File: config.mk
export PLATFORM = sky130hd
export DESIGN_NAME = lsu_master_flat
export DESIGN_NICKNAME = d
export VERILOG_FILES = /design/src/rtl/lsu_master_pkg.sv /design/src/rtl/lsu_master_if.sv /design/src/rtl/lsu_master_lane.sv /design/src/rtl/lsu_master.sv /design/src/flat_wrapper.sv
export SDC_FILE = /design/constraint.sdc
export NUM_CORES = 1
export LEC_CHECK = 0
export CAP_MARGIN = 20
export CORE_AREA = 2 2 135 137
export DETAILED_ROUTE_END_ITERATION = 16
export DIE_AREA = 0 0 137 139
export PLACE_DENSITY = 0.84
export SLEW_MARGIN = 20
export SYNTH_ARGS = -nofsm -noshare
export SYNTH_HDL_FRONTEND = slang
export SYNTH_SLANG_ARGS = --single-unit
File: constraint.sdc
create_clock -name clk -period 16.57 [get_ports clk]
set_input_delay 2.4855 -clock clk [delete_from_list [all_inputs] [get_ports clk]]
set_output_delay 2.4855 -clock clk [all_outputs]
set_load 0.01 [all_outputs]
File: src/rtl/lsu_master_pkg.sv
// rtl/lsu_master_pkg.sv - shared op codes, FSM states and decode helpers for the load/store unit
package lsu_pkg;

   typedef enum logic [2:0] {
      LSU_OP_LW  = 3'd0,
      LSU_OP_LH  = 3'd1,
      LSU_OP_LHU = 3'd2,
      LSU_OP_LB  = 3'd3,
      LSU_OP_LBU = 3'd4,
      LSU_OP_SW  = 3'd5,
      LSU_OP_SH  = 3'd6,
      LSU_OP_SB  = 3'd7
   } lsu_op_e;

   typedef enum logic [2:0] {
      ST_IDLE   = 3'd0,
      ST_LOAD   = 3'd1,
      ST_STORE  = 3'd2,
      ST_RMW_RD = 3'd3,
      ST_RMW_WR = 3'd4,
      ST_ERR    = 3'd5
   } lsu_state_e;

   function automatic logic is_load(lsu_op_e op);
      return op inside {LSU_OP_LW, LSU_OP_LH, LSU_OP_LHU, LSU_OP_LB, LSU_OP_LBU};
   endfunction

   function automatic logic is_store(lsu_op_e op);
      return op inside {LSU_OP_SW, LSU_OP_SH, LSU_OP_SB};
   endfunction

   function automatic logic is_misaligned(lsu_op_e op, logic [1:0] byteOff);
      logic bad;
      case (op)
         LSU_OP_LW, LSU_OP_SW:              bad = (byteOff != 2'b00);
         LSU_OP_LH, LSU_OP_LHU, LSU_OP_SH:  bad = byteOff[0];
         default:                           bad = 1'b0;
      endcase
      return bad;
   endfunction

endpackage

File: src/rtl/lsu_master_if.sv
// rtl/lsu_master_if.sv - request/response and data-memory signals of the load/store unit
interface lsu_master_if;

   logic        req_valid;
   logic        req_ready;
   logic [2:0]  req_op;
   logic [31:0] req_addr;
   logic [31:0] req_wdata;
   logic [31:0] req_pc;

   logic        resp_valid;
   logic [31:0] resp_rdata;
   logic        resp_err;

   logic        memWE;
   logic [31:0] memAddr;
   logic [31:0] memWD;
   logic [31:0] memPC;
   logic [31:0] memRD;

   modport master (
      input  req_valid, req_op, req_addr, req_wdata, req_pc, memRD,
      output req_ready, resp_valid, resp_rdata, resp_err,
      output memWE, memAddr, memWD, memPC
   );

   modport slave (
      output req_valid, req_op, req_addr, req_wdata, req_pc, memRD,
      input  req_ready, resp_valid, resp_rdata, resp_err,
      input  memWE, memAddr, memWD, memPC
   );

endinterface

File: src/rtl/lsu_master_lane.sv
// rtl/lsu_master_lane.sv - combinational little-endian lane extract/extend and sub-word store merge
module lsu_lane
   import lsu_pkg::*;
(
   input  logic [31:0] ldWord,
   input  logic [31:0] stWord,
   input  logic [31:0] wdata,
   input  logic [1:0]  byteOff,
   input  lsu_op_e     op,
   output logic [31:0] rdata,
   output logic [31:0] merged
);

   logic [7:0]  ldByte;
   logic [15:0] ldHalf;

   always_comb begin
      ldByte = ldWord[7:0];
      case (byteOff)
         2'd0:    ldByte = ldWord[7:0];
         2'd1:    ldByte = ldWord[15:8];
         2'd2:    ldByte = ldWord[23:16];
         default: ldByte = ldWord[31:24];
      endcase
      ldHalf = byteOff[1] ? ldWord[31:16] : ldWord[15:0];

      rdata = ldWord;
      case (op)
         LSU_OP_LB:  rdata = {{24{ldByte[7]}}, ldByte};
         LSU_OP_LBU: rdata = {24'h0, ldByte};
         LSU_OP_LH:  rdata = {{16{ldHalf[15]}}, ldHalf};
         LSU_OP_LHU: rdata = {16'h0, ldHalf};
         default:    rdata = ldWord;
      endcase
   end

   // Only the addressed lane of the previously read word is replaced.
   always_comb begin
      merged = stWord;
      case (op)
         LSU_OP_SW: merged = wdata;
         LSU_OP_SH: begin
            if (byteOff[1]) merged[31:16] = wdata[15:0];
            else            merged[15:0]  = wdata[15:0];
         end
         LSU_OP_SB: begin
            case (byteOff)
               2'd0:    merged[7:0]   = wdata[7:0];
               2'd1:    merged[15:8]  = wdata[7:0];
               2'd2:    merged[23:16] = wdata[7:0];
               default: merged[31:24] = wdata[7:0];
            endcase
         end
         default: merged = stWord;
      endcase
   end

endmodule

File: src/rtl/lsu_master.sv
// rtl/lsu_master.sv - single-outstanding load/store unit driving a word-wide data memory port
module lsu_master
   import lsu_pkg::*;
#(
   parameter logic [31:0] ADDR_BASE = 32'h0000_0000,
   parameter logic [31:0] ADDR_SIZE = 32'h0000_3000
)(
   input  logic         clk,
   input  logic         reset,
   lsu_master_if.master bus
);

   lsu_state_e  state, stateNext;
   lsu_op_e     opQ;
   logic [31:0] addrQ, wdataQ, pcQ, rmwWord;
   logic        respValid, respErr;
   logic [31:0] respRdata;

   lsu_op_e     reqOp;
   logic        accept, reqErr;
   logic [32:0] reqOffset;
   logic [31:0] ldData, mergedWord;

   assign reqOp  = lsu_op_e'(bus.req_op);
   assign accept = bus.req_valid && (state == ST_IDLE);

   // Borrow out of the subtraction flags addresses below the window.
   assign reqOffset = {1'b0, bus.req_addr} - {1'b0, ADDR_BASE};
   assign reqErr    = is_misaligned(reqOp, bus.req_addr[1:0])
                    || reqOffset[32]
                    || (reqOffset[31:0] >= ADDR_SIZE);

   lsu_lane u_lane (
      .ldWord  (bus.memRD),
      .stWord  (rmwWord),
      .wdata   (wdataQ),
      .byteOff (addrQ[1:0]),
      .op      (opQ),
      .rdata   (ldData),
      .merged  (mergedWord)
   );

   always_ff @(posedge clk or posedge reset) begin
      if (reset) state <= ST_IDLE;
      else       state <= stateNext;
   end

   always_comb begin
      stateNext = state;
      case (state)
         ST_IDLE: begin
            if (accept) begin
               if (reqErr)                  stateNext = ST_ERR;
               else if (is_load(reqOp))     stateNext = ST_LOAD;
               else if (reqOp == LSU_OP_SW) stateNext = ST_STORE;
               else                         stateNext = ST_RMW_RD;
            end
         end
         ST_RMW_RD: stateNext = ST_RMW_WR;
         ST_LOAD, ST_STORE, ST_RMW_WR, ST_ERR: stateNext = ST_IDLE;
         default: stateNext = ST_IDLE;
      endcase
   end

   always_ff @(posedge clk or posedge reset) begin
      if (reset) begin
         opQ     <= LSU_OP_LW;
         addrQ   <= '0;
         wdataQ  <= '0;
         pcQ     <= '0;
         rmwWord <= '0;
      end else begin
         if (accept) begin
            opQ    <= reqOp;
            addrQ  <= bus.req_addr;
            wdataQ <= bus.req_wdata;
            pcQ    <= bus.req_pc;
         end
         if (state == ST_RMW_RD) rmwWord <= bus.memRD;
      end
   end

   always_ff @(posedge clk or posedge reset) begin
      if (reset) begin
         respValid <= 1'b0;
         respRdata <= '0;
         respErr   <= 1'b0;
      end else begin
         respValid <= 1'b0;
         respRdata <= '0;
         respErr   <= 1'b0;
         case (state)
            ST_LOAD, ST_STORE, ST_RMW_WR: begin
               respValid <= 1'b1;
               respRdata <= is_store(opQ) ? 32'h0 : ldData;
            end
            ST_ERR: begin
               respValid <= 1'b1;
               respErr   <= 1'b1;
            end
            default: ;
         endcase
      end
   end

   // Memory-side outputs depend on the state register only, so an async
   // reset removes a pending write before the next edge.
   assign bus.req_ready  = (state == ST_IDLE);
   assign bus.resp_valid = respValid;
   assign bus.resp_rdata = respRdata;
   assign bus.resp_err   = respErr;
   assign bus.memWE      = (state == ST_STORE) || (state == ST_RMW_WR);
   assign bus.memAddr    = (state inside {ST_LOAD, ST_STORE, ST_RMW_RD, ST_RMW_WR})
                           ? {addrQ[31:2], 2'b00} : 32'h0;
   assign bus.memWD      = (state == ST_STORE)  ? wdataQ
                         : (state == ST_RMW_WR) ? mergedWord : 32'h0;
   assign bus.memPC      = (state != ST_IDLE) ? pcQ : 32'h0;

endmodule

File: src/flat_wrapper.sv
// flat-port wrapper written by rule: the top's interface ports become plain ports
module lsu_master_flat import lsu_pkg::*;
#(
   parameter logic [31:0] ADDR_BASE = 32'h0000_0000,
   parameter logic [31:0] ADDR_SIZE = 32'h0000_3000
)
  (clk, reset, bus_req_valid, bus_req_op, bus_req_addr, bus_req_wdata, bus_req_pc, bus_memRD, bus_req_ready, bus_resp_valid, bus_resp_rdata, bus_resp_err, bus_memWE, bus_memAddr, bus_memWD, bus_memPC);
  lsu_master_if bus_i ();
  input  logic clk;
  input  logic reset;
  input wire logic [$bits(bus_i.req_valid)-1:0] bus_req_valid;
  input wire logic [$bits(bus_i.req_op)-1:0] bus_req_op;
  input wire logic [$bits(bus_i.req_addr)-1:0] bus_req_addr;
  input wire logic [$bits(bus_i.req_wdata)-1:0] bus_req_wdata;
  input wire logic [$bits(bus_i.req_pc)-1:0] bus_req_pc;
  input wire logic [$bits(bus_i.memRD)-1:0] bus_memRD;
  output wire logic [$bits(bus_i.req_ready)-1:0] bus_req_ready;
  output wire logic [$bits(bus_i.resp_valid)-1:0] bus_resp_valid;
  output wire logic [$bits(bus_i.resp_rdata)-1:0] bus_resp_rdata;
  output wire logic [$bits(bus_i.resp_err)-1:0] bus_resp_err;
  output wire logic [$bits(bus_i.memWE)-1:0] bus_memWE;
  output wire logic [$bits(bus_i.memAddr)-1:0] bus_memAddr;
  output wire logic [$bits(bus_i.memWD)-1:0] bus_memWD;
  output wire logic [$bits(bus_i.memPC)-1:0] bus_memPC;
  assign bus_i.req_valid = bus_req_valid;
  assign bus_i.req_op = bus_req_op;
  assign bus_i.req_addr = bus_req_addr;
  assign bus_i.req_wdata = bus_req_wdata;
  assign bus_i.req_pc = bus_req_pc;
  assign bus_i.memRD = bus_memRD;
  assign bus_req_ready = bus_i.req_ready;
  assign bus_resp_valid = bus_i.resp_valid;
  assign bus_resp_rdata = bus_i.resp_rdata;
  assign bus_resp_err = bus_i.resp_err;
  assign bus_memWE = bus_i.memWE;
  assign bus_memAddr = bus_i.memAddr;
  assign bus_memWD = bus_i.memWD;
  assign bus_memPC = bus_i.memPC;
  lsu_master #(.ADDR_BASE(ADDR_BASE), .ADDR_SIZE(ADDR_SIZE)) u_core (.clk(clk), .reset(reset), .bus(bus_i));
endmodule
# Word level (Yosys, flattened, before mapping)
# Index checks and enable logic that the tools add are counted.
[word_totals]
word_cells = 71
register_bits = 168
input_bits = 134
output_inout_bits = 132
[op_classes]
n_eq_ne = 21
muxes = 24
n_reduce_logical = 16
magnitude_cmp = 1
[ops]
columns = ["cell", "count"]
rows = [
  ["32-bit 2-to-1 mux", 6],
  ["32-bit case mux with 4 select lines", 1],
  ["32-bit case mux with 3 select lines", 1],
  ["16-bit 2-to-1 mux", 3],
  ["32-bit by 14-bit greater-or-equal comparator with 1-bit output, second input constant", 1],
  ["8-bit 2-to-1 mux", 4],
  ["3-bit equality test, second input constant", 9],
  ["8-bit case mux with 3 select lines", 1],
  ["3-bit by 2-bit equality test with 1-bit output, second input constant", 6],
  ["3-bit by 1-bit equality test with 1-bit output, second input constant", 3],
  ["3-bit 2-to-1 mux", 3],
  ["3-bit OR reduction", 3],
  ["3-bit logical NOT", 2],
  ["3-bit case mux with 2 select lines", 1],
  ["3-bit nonzero test", 2],
  ["5-bit nonzero test", 1],
  ["4-bit nonzero test", 1],
  ["4-bit OR reduction", 1],
  ["1-bit 2-to-1 mux", 3],
  ["2-bit by 1-bit equality test with 1-bit output, second input constant", 1],
  ["2-bit equality test, second input constant", 1],
  ["2-bit logical NOT", 1],
  ["1-bit logical OR", 2],
  ["2-bit by 1-bit != test with 1-bit output, second input constant", 1],
  ["other kinds (4)", 4],
]

# Logic depth before layout (Yosys ltp)
# Gate-level depths: netlist of run 1.
[depth]
depth_word = 7
ltp_mapped = 8
ltp_nobuf = 5

# Cells and area by module
# A second synthesis of run 1 with hierarchy kept.
[hier_totals]
cells_unflattened = 1001
hier_area_um2 = 9004.9
[by_module_without_submodules]
columns = ["module", "area_each_um2", "seq_area_each_um2", "n_inst", "cells_each"]
rows = [
  ["lsu_master", 6989.2, 4204.0, 1, 705],
  ["lsu_lane", 2015.7, 0.0, 1, 296],
]

# Worst setup path after synthesis of run 1
# Ideal clock, no wire load.
[synth_path]
kind = "flip-flop to output port"
start = "register u_core.state[0]"
end = "output bus_memWD[26]"
path_stages_with_launch = 7
slack_ps = 12502
t_arrival_ps = 1582
required_ps = 14084
n_path_buf = 1
path_cell_list = "dfrtp_1 -> buf_4 -> nor3b_2 -> nand2_1 -> a31oi_1 -> nor2_1 -> o311ai_1"
[synth_via]
elab_chain_cells = 3
word_cells_on_any_way = 4
cone_classes = "eq/ne: 2; mux: 2"
[synth_rtl]
columns = ["item", "line_no", "rtl"]
rows = [
  ["from (decl)", "lsu_master.sv:13", "lsu_state_e state, stateNext;"],
  ["from (signal assigned)", "lsu_master.sv:45", "else state <= stateNext;"],
  ["3-bit equality test", "lsu_master.sv:116", ": (state == ST_RMW_WR) ? mergedWord : 32'h0;"],
  ["32-bit 2-to-1 mux", "lsu_master.sv:116", ""],
  ["32-bit 2-to-1 mux *", "lsu_master.sv:115", "assign bus.memWD = (state == ST_STORE) ? wdataQ"],
  ["to (decl)", "flat_wrapper.sv:23", "output wire logic [$bits(bus_i.memWD)-1:0] bus_memWD;"],
]
# Every way passes the cells marked *; elsewhere a longest branch is shown, timed or not.

# Worst setup path in the final report of run 1
[layout_path]
start = "register u_core.opQ[1]"
end = "output bus_memWD[23]"
[layout_via]
elab_chain_cells = 4
word_cells_on_any_way = 6
cone_classes = "eq/ne: 3; mux: 3"
[layout_rtl]
columns = ["item", "line_no", "rtl"]
rows = [
  ["from (decl)", "lsu_master.sv:14", "lsu_op_e opQ;"],
  ["from (signal assigned)", "lsu_master.sv:74", "opQ <= reqOp;"],
  ["3-bit equality test", "lsu_master_lane.sv:40", "case (op)"],
  ["32-bit case mux with 3 select lines *", "lsu_master_lane.sv:40", ""],
  ["32-bit 2-to-1 mux *", "lsu_master.sv:116", ""],
  ["32-bit 2-to-1 mux *", "lsu_master.sv:115", ""],
]
# Marked as above.

==> flow_metrics.tcl, run 1 <==
set metrics [dict create \
    synthFlopType "dfrtp_1" \
    ys_ff_latch 168 \
    syn_to_final_growth_pct 37.6 \
    gr-usage-met2 0.431 \
    synthArstFlopShare 1.00 \
    fmax_mhz 161 \
    ff_latch_area_um2 4210 \
    worst_ep_required_time_ns 14.08 \
    io_buffers 263 \
    hold_path_class "reg2reg" \
    finalInstanceArea_um2 12000 \
    cp-end-kind "primary output" \
    r2r_slack_ns 13.94 \
    dieWidth_um 137 \
    ys_types 61 \
    top_usage_layer "met2" \
    grt_max_degree 113 \
    synth.avg_cell_area_um2 9.01 \
    critical-path-max-stage-delay_ns 1.08 \
    ant_nets 0 \
    power_density_nw_per_um2 116 \
    ctsHtreeMaxLevel 4 \
    dpl-instance-area_um2 11400 \
    overflow 0 \
    grt_pass1_vias 7704 \
    fin_crit_sh 0.375 \
    total_power_uw 1400 \
    holdBufCountCts 0 \
    wl_per_cell_um 18.0 \
    cts_setup_buffers 0 \
    layout.nets 1332 \
    drt_iter0_markers 533 \
    row_count 49 \
    antenna_found_initial 2 \
    maxCapViolations 0 \
    ctsResizeCount 0 \
    hold_viol 0 \
    cts_tree "done" \
    critPathBufInv 1 \
    ys_seq_area_frac 0.480 \
    synth_warnings 0 \
    met1_usage 0.345 \
    drt_pass1_iterations 5 \
    utilization 0.682 \
    slowest_stage "dfrtp_2" \
    final_cells 1441 \
    via_count 7963 \
    start_util 0.496 \
    clock-root-buffer "clkbuf_16" \
    clock_sinks 168 \
    critPathArrivalTime_ns 3.73 \
    core_area_um2 17700 \
    grt_util_met3 0.0830 \
    crit_path_start_kind "flop" \
    wl_um 26000 \
    path_delay_family "flip-flops" \
    tightestPinTransition_ns 1.08 \
    clk_pin_slew_ns 0.07 \
    status "complete, no violations" \
    routabilityCongestion 0.911 \
    nFillCells 1414 \
    tns_ns 0 \
    path_cells "nand3_1, nor3_2, a211o_1, o21ai_1, o221ai_1, clkdlybuf4s50_1" \
    hpwlAfterDp_um 18200 \
    numPlacedInstances 1407 \
    finalSetupViolCount 0 \
    clock_latency_ns 0.42 \
    multiInputGateArea_um2 4150 \
    max-vdd-ir-drop_mv 0.0752 \
    cts_buffers 17 \
    report.final.slew_viol_count 0 \
    drive_gt1_frac 0.0842 \
    drcViolationCount 0 \
    viasPerCell 5.53 \
    track_usage 0.274 \
    relSlewSlack 0.280 \
    fin_crit_ns 6.21 \
    cp_max_fo 69 \
    grt_pass1_wl_um 40700 \
    syn_inst 972 \
    synthesis.area_um2 8750 \
    p_leak_uw 0.00531 \
    boundaryPins 266 \
    die_area_um2 19000 \
    rsz0062_at_grt "false" \
    synth_edf_count 0 \
    fin_skew_ns 0.00874 \
    die_y_um 139 \
    crit_type "reg2out" \
    clk_path_buf_depth 2 \
]
tightest hold or removal path: stages (launching register included):
cell	delay, ns
dfrtp_1	0.34
nand2_1	0.05
nand2_1	0.05
cell type report:
class | count | share of cell area
clock inverter | 15 | 0.0150
multi-input combinational | 719 | 0.344
sequential | 168 | 0.349
inverter | 20 | 0.00665
antenna | 1 | 0.000208
clock buffer | 17 | 0.0353
timing repair buffer | 272 | 0.226
tap | 229 | 0.0238
Yosys cell counts (16+ instances only):
master    number  share of area
o21ai_0       30          0.017
and2_1        35          0.025
nor2b_1       34          0.024
o21a_1        18          0.015
clkbuf_1      26          0.011
buf_2         24          0.014
mux2_2        39          0.050
inv_1         20         0.0086
nand2_1      322           0.14
o221ai_1      17          0.017
a22oi_1       16          0.014
mux2i_1       17          0.019
nor2_1        25          0.011
dfrtp_1      168           0.48
o21ai_1       24          0.014
flip-flops by register name, indices dropped and copies added (netlist names):
name                   count
u_core.addrQ              32
u_core.bus.resp_rdata     32
u_core.pcQ                32
u_core.rmwWord            32
u_core.wdataQ             32
u_core.opQ                 3
u_core.state               3
u_core.bus.resp_err        1
u_core.bus.resp_valid      1
worst paths after layout:
kind,cells past startpoint,endpoint,startpoint
min,2,u_core.addrQ[9]$_DFFE_PP0P_,u_core.addrQ[9]$_DFFE_PP0P_
max reg2reg,5,u_core.bus.resp_rdata[23]$_DFF_PP0_,u_core.addrQ[1]$_DFFE_PP0P_
max in group asynchronous,3,u_core.bus.resp_rdata[16]$_DFF_PP0_,reset
min reg2reg,2,u_core.addrQ[9]$_DFFE_PP0P_,u_core.addrQ[9]$_DFFE_PP0P_
min in group asynchronous,2,u_core.pcQ[3]$_DFFE_PP0P_,reset
max,6,bus_memWD[23],u_core.opQ[1]$_DFFE_PP0P_
routing by layer:
| metal | up-vias | wire [µm] |
|---|---|---|
| li1 | 3764 | - |
| met1 | 3756 | 10600 |
| met2 | 383 | 11800 |
| met3 | 58 | 2480 |
| met4 | 2 | 1020 |
| met5 | - | 13 |
power by group:
| group | internal [µW] | switching (µW) | total (µW) |
|---|---|---|---|
| Combinational | 219 | 219 | 438 |
| Sequential | 482 | 68.7 | 551 |
| Clock | 230 | 182 | 412 |
| Total | 931 | 470 | 1400 |
per-stage QoR:
step,hold WS (ns),setup WS [ns]
floorplan,0.437,9.54
global placement,0.449,11.00
detailed placement,0.454,10.88
CTS,0.472,10.44
global route,0.486,10.18
finish,0.466,10.36
kinds of logic after synthesis:
group,share of synthesized area
buffers and inverters,0.0480
AOI/OAI and AO/OA,0.160
and+or+nand+nor,0.238
DFF,0.480
other,0.000428
muxes,0.0696
xor gates and xnor gates,0.00400
layout by cell type, fill, tap and decap left out, types with 8 or more instances in the layout:
master and count:
a221oi_1 8, nor2_1 24, o21ai_0 30, a22o_1 12
mux2i_1 17, a21oi_1 10, o21a_1 18, mux2_2 39
clkdlybuf4s50_1 263, nand2b_1 12, and2_1 34, nand2_1 321
o21ai_1 24, o221ai_1 17, inv_1 19, a22oi_1 16
clkbuf_16 17, o22ai_1 11, inv_6 8, a211o_1 8
dfrtp_1 167, nor2b_1 34, a211oi_1 11
(Power assumes the default switching activity.)
==> inputs of run 2 (changes only) <==
CORE_AREA = 2 2 146 148   (was 2 2 135 137)
DIE_AREA = 0 0 148 150   (was 0 0 137 139)
PLACE_DENSITY = 0.76   (was 0.84)
clock period = 5.68 ns   (was 16.57 ns; I/O delays follow)
==> flow_metrics.tcl, run 2 (same netlist as run 1, synthesis figures left out) <==
set metrics [dict create \
    overflow 0 \
    hold_path_class "reg2reg" \
    total_power_uw 4020 \
    fin_skew_ns 0.0157 \
    row_count 53 \
    dieWidth_um 148 \
    combPwrFrac 0.319 \
    fin_crit_sh 0.812 \
    die_area_um2 22200 \
    hpwlAfterDp_um 19000 \
    drt_iter0_markers 514 \
    drcViolationCount 0 \
    cts_buffers 17 \
    clock-root-buffer "clkbuf_16" \
    fmax_mhz 217 \
    crit_path_start_kind "flop" \
    slowest_stage "dfrtp_2" \
    routabilityCongestion 0.949 \
    start_util 0.423 \
    cts_setup_buffers 0 \
    antenna_found_initial 0 \
    path_delay_family "flip-flops" \
    dr_wl_met3_um 2450 \
    critPathBufInv 1 \
    clk_pin_slew_ns 0.07 \
    track_usage 0.241 \
    critPathArrivalTime_ns 3.76 \
    grt_pass1_wl_um 42000 \
    holdBufCountCts 0 \
    cts_tree "done" \
    critical-path-max-stage-delay_ns 1.07 \
    tightestPinTransition_ns 1.06 \
    die_y_um 150 \
    syn_to_final_growth_pct 37.9 \
    power_switching_uw 1380 \
    core_area_um2 20700 \
    power_density_nw_per_um2 333 \
    io_buffers 263 \
    power.share.switching 0.344 \
    ctsHtreeMaxLevel 4 \
    crit_type "reg2out" \
    route.met2.wl_um 12500 \
    drt_pass1_iterations 7 \
    p_seq_frac 0.399 \
    p_int_uw 2640 \
    drive_gt1_frac 0.0858 \
    numPlacedInstances 1455 \
    tns_ns 0 \
    report.final.slew_viol_count 0 \
    final_cells 1487 \
    wl_per_cell_um 17.8 \
    maxCapViolations 0 \
    max-vdd-ir-drop_mv 0.223 \
    clock_latency_ns 0.43 \
    status "complete, no violations" \
    fin_crit_ns 4.61 \
    ctsResizeCount 0 \
    utilization 0.583 \
    cp_max_fo 69 \
    worst_ep_required_time_ns 4.83 \
    finalSetupViolCount 0 \
    wl_um 26500 \
    antenna_cells 0 \
    relSlewSlack 0.294 \
    viasPerCell 5.37 \
    clock_sinks 168 \
    top_layer "met4" \
    p_leak_uw 0.00529 \
    grt_max_degree 88 \
    path_cells "nand3_1, nor3_2, a211o_1, o21ai_1, o221ai_1, clkdlybuf4s50_1" \
    layout_common_cells "321 x nand2_1, 263 x clkdlybuf4s50_1, 167 x dfrtp_1, 39 x mux2_2" \
    layout.nets 1333 \
    clk_path_buf_depth 2 \
    clockPowerShare 0.283 \
    hold_viol 0 \
    rsz0062_at_grt "false" \
    boundaryPins 266 \
    ant_nets 0 \
    cp-end-kind "primary output" \
    via_count 7992 \
    grt_pass1_vias 7733 \
    layout_commonest_cell "nand2_1" \
    drt-met1-wl_um 10700 \
]
## run 2: layout make-up
cell class / instances / area, µm²
repair buffers: 273 / 2710
fillers: 1865 / 8620
multi-input cells: 719 / 4160
clock buffers: 18 / 439
inverters: 20 / 80.1
flip-flops and latches: 168 / 4210
well taps: 275 / 344
clock inverters: 14 / 133
## run 2: power by group through the flow
stage	logic, µW	registers (µW)	clock network, µW
global placement	1260	1610	0
detailed placement	1280	1620	0
finish	1280	1600	1140
CTS	1290	1600	1160
floorplan	757	1550	0
global route	1400	1630	1220
## run 2: metal layers
layer,track usage,vias to the layer above
met5,0,-
met4,0.101,0
met3,0.0704,49
met2,0.385,397
met1,0.307,3784
li1,-,3762
## run 2: through the flow
step	hold slack [ns]	worst slack, ns	instance area, µm²
3_3_place_gp	0.449	1.66	11500
3_5_place_dp	0.454	1.60	11500
6_report	0.466	1.07	12100
4_1_cts	0.471	1.09	12100
2_1_floorplan	0.437	0.281	8760
5_1_grt	0.491	0.849	12100
## run 2: path summary, 6_finish.rpt
path | startpoint | end | slack [ns] | cells past startpoint
worst max register to register | u_core.state[2]$_DFFE_PP0P_ | u_core.pcQ[25]$_DFFE_PP0P_ | 2.48 | 6
worst min register to register | u_core.addrQ[4]$_DFFE_PP0P_ | u_core.addrQ[4]$_DFFE_PP0P_ | 0.47 | 2
min in group asynchronous | reset | u_core.pcQ[24]$_DFFE_PP0P_ | 0.92 | 2
max in group asynchronous | reset | u_core.bus.resp_rdata[30]$_DFF_PP0_ | 3.55 | 3
worst max-delay path | u_core.opQ[1]$_DFFE_PP0P_ | bus_memWD[22] | 1.07 | 6
worst min-delay path | u_core.addrQ[4]$_DFFE_PP0P_ | u_core.addrQ[4]$_DFFE_PP0P_ | 0.47 | 2
## run 2: worst min-delay path: stages (launching register included)
cell and delay (ns):
dfrtp_1 0.34, nand2_1 0.05, nand2_1 0.05
==> inputs of run 3 (changes only) <==
clock period = 3.8 ns   (was 5.68 ns; I/O delays follow)
==> flow_metrics.tcl, run 3 (same netlist as run 1, synthesis figures left out) <==
set metrics [dict create \
    ctsResizeCount 0 \
    r2r-end "u_core.bus.resp_rdata[19]$_DFF_PP0_" \
    fin_skew_ns 0.0126 \
    row_count 53 \
    hpwlAfterDp_um 19300 \
    hold_viol 0 \
    ctsHtreeMaxLevel 4 \
    clock-root-buffer "clkbuf_16" \
    numPlacedInstances 1467 \
    ant_nets 0 \
    grt_max_degree 74 \
    drcViolationCount 0 \
    power_density_nw_per_um2 499 \
    cts_setup_buffers 0 \
    crit_type "reg2out" \
    routabilityCongestion 0.880 \
    overflow 0 \
    track_usage 0.239 \
    clock_latency_ns 0.43 \
    boundaryPins 266 \
    layout_commonest_cell "nand2_1" \
    antenna_cells 0 \
    drive_gt1_frac 0.0956 \
    cp-end-kind "primary output" \
    layout_common_cells "320 x nand2_1, 263 x clkdlybuf4s50_1, 165 x dfrtp_1, 39 x mux2_2" \
    drt_iter0_markers 487 \
    hp-start "u_core.addrQ[3]$_DFFE_PP0P_" \
    hold_path_class "reg2reg" \
    layout.nets 1345 \
    max-vdd-ir-drop_mv 0.271 \
    antenna_found_initial 1 \
    nFillCells 1836 \
    rr_worst_depth 5 \
    rsz0062_at_grt "false" \
    wl_per_cell_um 17.8 \
    clk_path_buf_depth 2 \
    r2r_start "u_core.addrQ[1]$_DFFE_PP0P_" \
    wl_um 26600 \
    cts_buffers 17 \
    cts_tree "done" \
    cp_max_fo 25 \
    hold_depth 2 \
    dieWidth_um 148 \
    core_area_um2 20700 \
    tightestPinTransition_ns 0.901 \
    grt_pass1_wl_um 41400 \
    clock_sinks 168 \
    p_leak_uw 0.00536 \
    fin_crit_sh 0.942 \
    report.final.slew_viol_count 0 \
    finalSetupViolCount 0 \
    r2r_slack_ns 1.37 \
    final_cells 1499 \
    holdBufCountCts 0 \
    maxCapViolations 0 \
    io_buffers 263 \
    fin_crit_ns 3.58 \
    die_y_um 150 \
    syn_to_final_growth_pct 39.6 \
    status "complete, no violations" \
    grt_pass1_vias 7688 \
    fmax_mhz 279 \
    crit_path_start_kind "flop" \
    relSlewSlack 0.395 \
    clk_pin_slew_ns 0.06 \
    viasPerCell 5.28 \
    worstHoldEndpoint "u_core.addrQ[3]$_DFFE_PP0P_" \
    worst_ep_required_time_ns 3.23 \
    tns_ns 0 \
    via_count 7915 \
    start_util 0.423 \
    critPathArrivalTime_ns 3.01 \
    drt_pass1_iterations 5 \
    die_area_um2 22200 \
]
==> run 3: layer usage <==
| layer | up-vias | GRT usage | share of wire |
|---|---|---|---|
| li1 | 3775 | - | - |
| met1 | 3750 | 0.304 | 0.41 |
| met2 | 349 | 0.380 | 0.46 |
| met3 | 39 | 0.0829 | 0.096 |
| met4 | 2 | 0.0848 | 0.027 |
| met5 | - | 0 | 0.00049 |
==> run 3: where the power goes <==
part | total [µW] | switching, µW | leakage, µW | internal (µW)
Combinational | 1980 | 996 | 0.00299 | 980
Clock | 1750 | 755 | 0.000279 | 997
Sequential | 2370 | 269 | 0.00208 | 2110
Total | 6100 | 2020 | 0.00536 | 4080
==> run 3: cell type report <==
class	instances	area, µm²	share of cell area
clock buffer	20	447	0.0365
clock inverter	12	143	0.0117
inverter	20	78.8	0.00645
multi-input combinational	719	4170	0.341
sequential	168	4210	0.344
tap	275	344	0.0282
timing repair buffer	285	2840	0.232
==> run 3: worst max-delay path by stage <==
stage	from	slack (ns)	to
6_report	u_core.opQ[1]$_DFFE_PP0P_	0.22	bus_memWD[26]
4_1_cts	u_core.state[0]$_DFFE_PP0P_	0.06	bus_memWD[9]
5_1_grt	u_core.opQ[1]$_DFFE_PP0P_	0.03	bus_memWD[27]
3_5_place_dp	u_core.state[0]$_DFFE_PP0P_	0.51	bus_memWD[9]
3_3_place_gp	u_core.opQ[0]$_DFFE_PP0P_	0.64	bus_memWD[27]
2_1_floorplan	reset	1.09	u_core.addrQ[0]$_DFFE_PP0P_
==> run 3: stage by stage <==
step                instance area (µm²)  hold WS, ns  setup slack, ns  total power [µW]   util
finish                            12200        0.467            0.221              6100  0.591
global route                      12200        0.491           0.0280              6450  0.591
CTS                               12200        0.470           0.0608              6130  0.590
detailed placement                11600        0.454            0.508              4370  0.562
global placement                  11600        0.449            0.638              4330  0.561
floorplan                          8760        0.437             1.09              3450      -
==> run 3: critical path, stage by stage (launching register included) <==
cell and delay, ns:
dfrtp_2 0.64, o21a_1 0.31, nand2_1 0.38, a31oi_1 0.32
nor2_1 0.08, o311ai_1 0.25, clkdlybuf4s50_1 0.61
==> RTL edit (settings of run 2) <==
Make the reset (`reset`) synchronous in 3 clocked blocks. Comments in the files are not updated.
--- a/src/rtl/lsu_master.sv
+++ b/src/rtl/lsu_master.sv
@@ -41,5 +41,5 @@
    );
 
-   always_ff @(posedge clk or posedge reset) begin
+   always_ff @(posedge clk) begin
       if (reset) state <= ST_IDLE;
       else       state <= stateNext;
@@ -63,5 +63,5 @@
    end
 
-   always_ff @(posedge clk or posedge reset) begin
+   always_ff @(posedge clk) begin
       if (reset) begin
          opQ     <= LSU_OP_LW;
@@ -81,5 +81,5 @@
    end
 
-   always_ff @(posedge clk or posedge reset) begin
+   always_ff @(posedge clk) begin
       if (reset) begin
          respValid <= 1'b0;
Behaviour: differs if reset is asserted again (counterexample within 4 cycles, from zero or initial values and one cycle with reset high); with reset held inactive, the same outputs for 10 cycles.
==> RTL edit against run 2 <==
Worst setup slack improved by 0.056 ns. Final area down 9.5%. Sequential cell count unchanged. Highest routed layer unchanged. Synthesized area shrank 13%. Wire length fell by 0.64%. Utilization fell by 5.6 points.
Power is not compared: it rests on default switching activity, and its combinational part moved more than twofold at a synthesized area within 25%.
==> RTL edit: results (changes against run 2) <==
metric,value,unit,change
antenna_found_initial,0,,unchanged
clock_latency,0.44,ns,
use_met3,6.89,%,was 7.04%
worst_r2r_endpoint,u_core.bus.resp_rdata[7]$_SDFF_PP0_,,was u_core.pcQ[25]$_DFFE_PP0P_
p_sw,0.000806,W,
numCtsBuffers,17,,unchanged
n_fill_cell,1944,,was 1865
grt_pass1_wl,39800,microns,was 42000 microns
cp_top_family,compound AO/OA/AOI/OAI gates,,was flip-flops
dr_wl_met3,2440,microns,was 2450 microns
first_pass_iters,9,,was 7
synth.area.mux_share,2.39,%,was 6.96%
cts-root-buf,clkbuf_16,,unchanged
synth_xor_xnor_area_share,0.231,%,was 0.400%
synth-compound-area-share,30.2,%,was 16.0%
antenna_cells,0,,unchanged
final_nets,1195,,was 1333
drtIter0Drc,610,,was 514
synth.area.top_cells,"dfxtp_1 (44%), a22o_1 (13%), nand2_1 (6.8%)",,"was dfrtp_1 (48%), nand2_1 (14%), mux2_2 (5.0%)"
r2r_start,u_core.opQ[0]$_SDFFE_PP0P_,,was u_core.state[2]$_DFFE_PP0P_
fin_skew,0.0119,ns,was 0.0157 ns
hpwl,18800,microns,was 19000 microns
holdPathStages,2,,unchanged
hp-start,u_core.rmwWord[5]$_SDFFE_PP0P_,,was u_core.addrQ[4]$_DFFE_PP0P_
r2r_setup_slack,2.89,ns,was 2.48 ns
cpPeakStageDelay,0.98,ns,was 1.07 ns
postCtsSetupBuffers,0,,unchanged
drt-total-wl,26400,microns,was 26500 microns
grt_util_met1,29.2,%,was 30.7%
grt_max_degree,54,,was 88
worstMarginPinSlew,1.04,ns,was 1.06 ns
ys_seq_area_share,44.3,%,was 48.0%
r2r_cells,4,,was 6
cp-endpoint,bus_memWD[21],,was bus_memWD[22]
synth_fa_ha_area_share,0,%,unchanged
place_congestion,0.931,,was 0.949
cts_buffer_depth,2,,unchanged
min_to,u_core.rmwWord[5]$_SDFFE_PP0P_,,was u_core.addrQ[4]$_DFFE_PP0P_
pg_comb,0.000407,W,
worstPathMaxFanout,31,,was 69
cp_slowest_cell,dfxtp_1,,was dfrtp_2
outcome,"finished, final reports clean",,unchanged
p_per_area,265,nW/um^2,
crit_arrival,3.71,ns,was 3.76 ns
hold_buffers,0,,unchanged
use_met2,37.3,%,was 38.5%
wl_met2,12200,microns,was 12500 microns
grtUsageTotal,23.1,%,was 24.1%
h-tree-depth,4,,unchanged
p_clk_share,41.1,%,
vias_per_cell,5.56,,was 5.37
grt_pass1_vias,7062,,was 7733
synthTopCellsByCount,"dfxtp_1 (168), nand2_1 (138), a22o_1 (115), a21oi_1 (59), clkbuf_1 (47)",,"was nand2_1 (322), dfrtp_1 (168), mux2_2 (39), and2_1 (35), nor2b_1 (34)"
synth-async-reset-ratio,0,%,was 100%
synth_cell_type_count,61,,unchanged
drive_gt1_share,6.98,%,was 8.58%
leakage,3.87,nW,
grt.busiest_layer,met2,,unchanged
cp-startpoint,u_core.opQ[0]$_SDFFE_PP0P_,,was u_core.opQ[1]$_DFFE_PP0P_
met1_length,10900,microns,was 10700 microns
RTL edit: changes by cell type after synthesis, sizes merged, moves of 9 or more:
cell	before	now
a21oi	12	61
o21ai	56	20
mux2i	17	8
dfrtp	168	0
o211ai	0	29
mux2	39	9
clkbuf	26	47
nand2	322	139
a22o	12	115
a22oi	16	0
buf	40	31
dfxtp	0	168
nand2b	14	2
o22ai	11	0
RTL edit: final cells by class:
| type | instances | area share [%] |
|---|---|---|
| timing repair buffer | 273 | 24.8 |
| sequential | 168 | 30.8 |
| multi-input combinational | 589 | 35.3 |
| tap | 275 | 3.15 |
| inverter | 12 | 0.412 |
| clock inverter | 15 | 1.64 |
| clock buffer | 17 | 3.90 |
RTL edit: stage by stage:
step,setup WS (ns),area (sq um),cells,hold WS (ns)
2_1_floorplan,3.32,7600,847,0.436
3_3_place_gp,1.80,10300,1317,0.445
3_5_place_dp,1.74,10300,1317,0.454
4_1_cts,1.25,10900,1349,0.464
5_1_grt,0.869,10900,1349,0.486
6_report,1.12,10900,1349,0.464
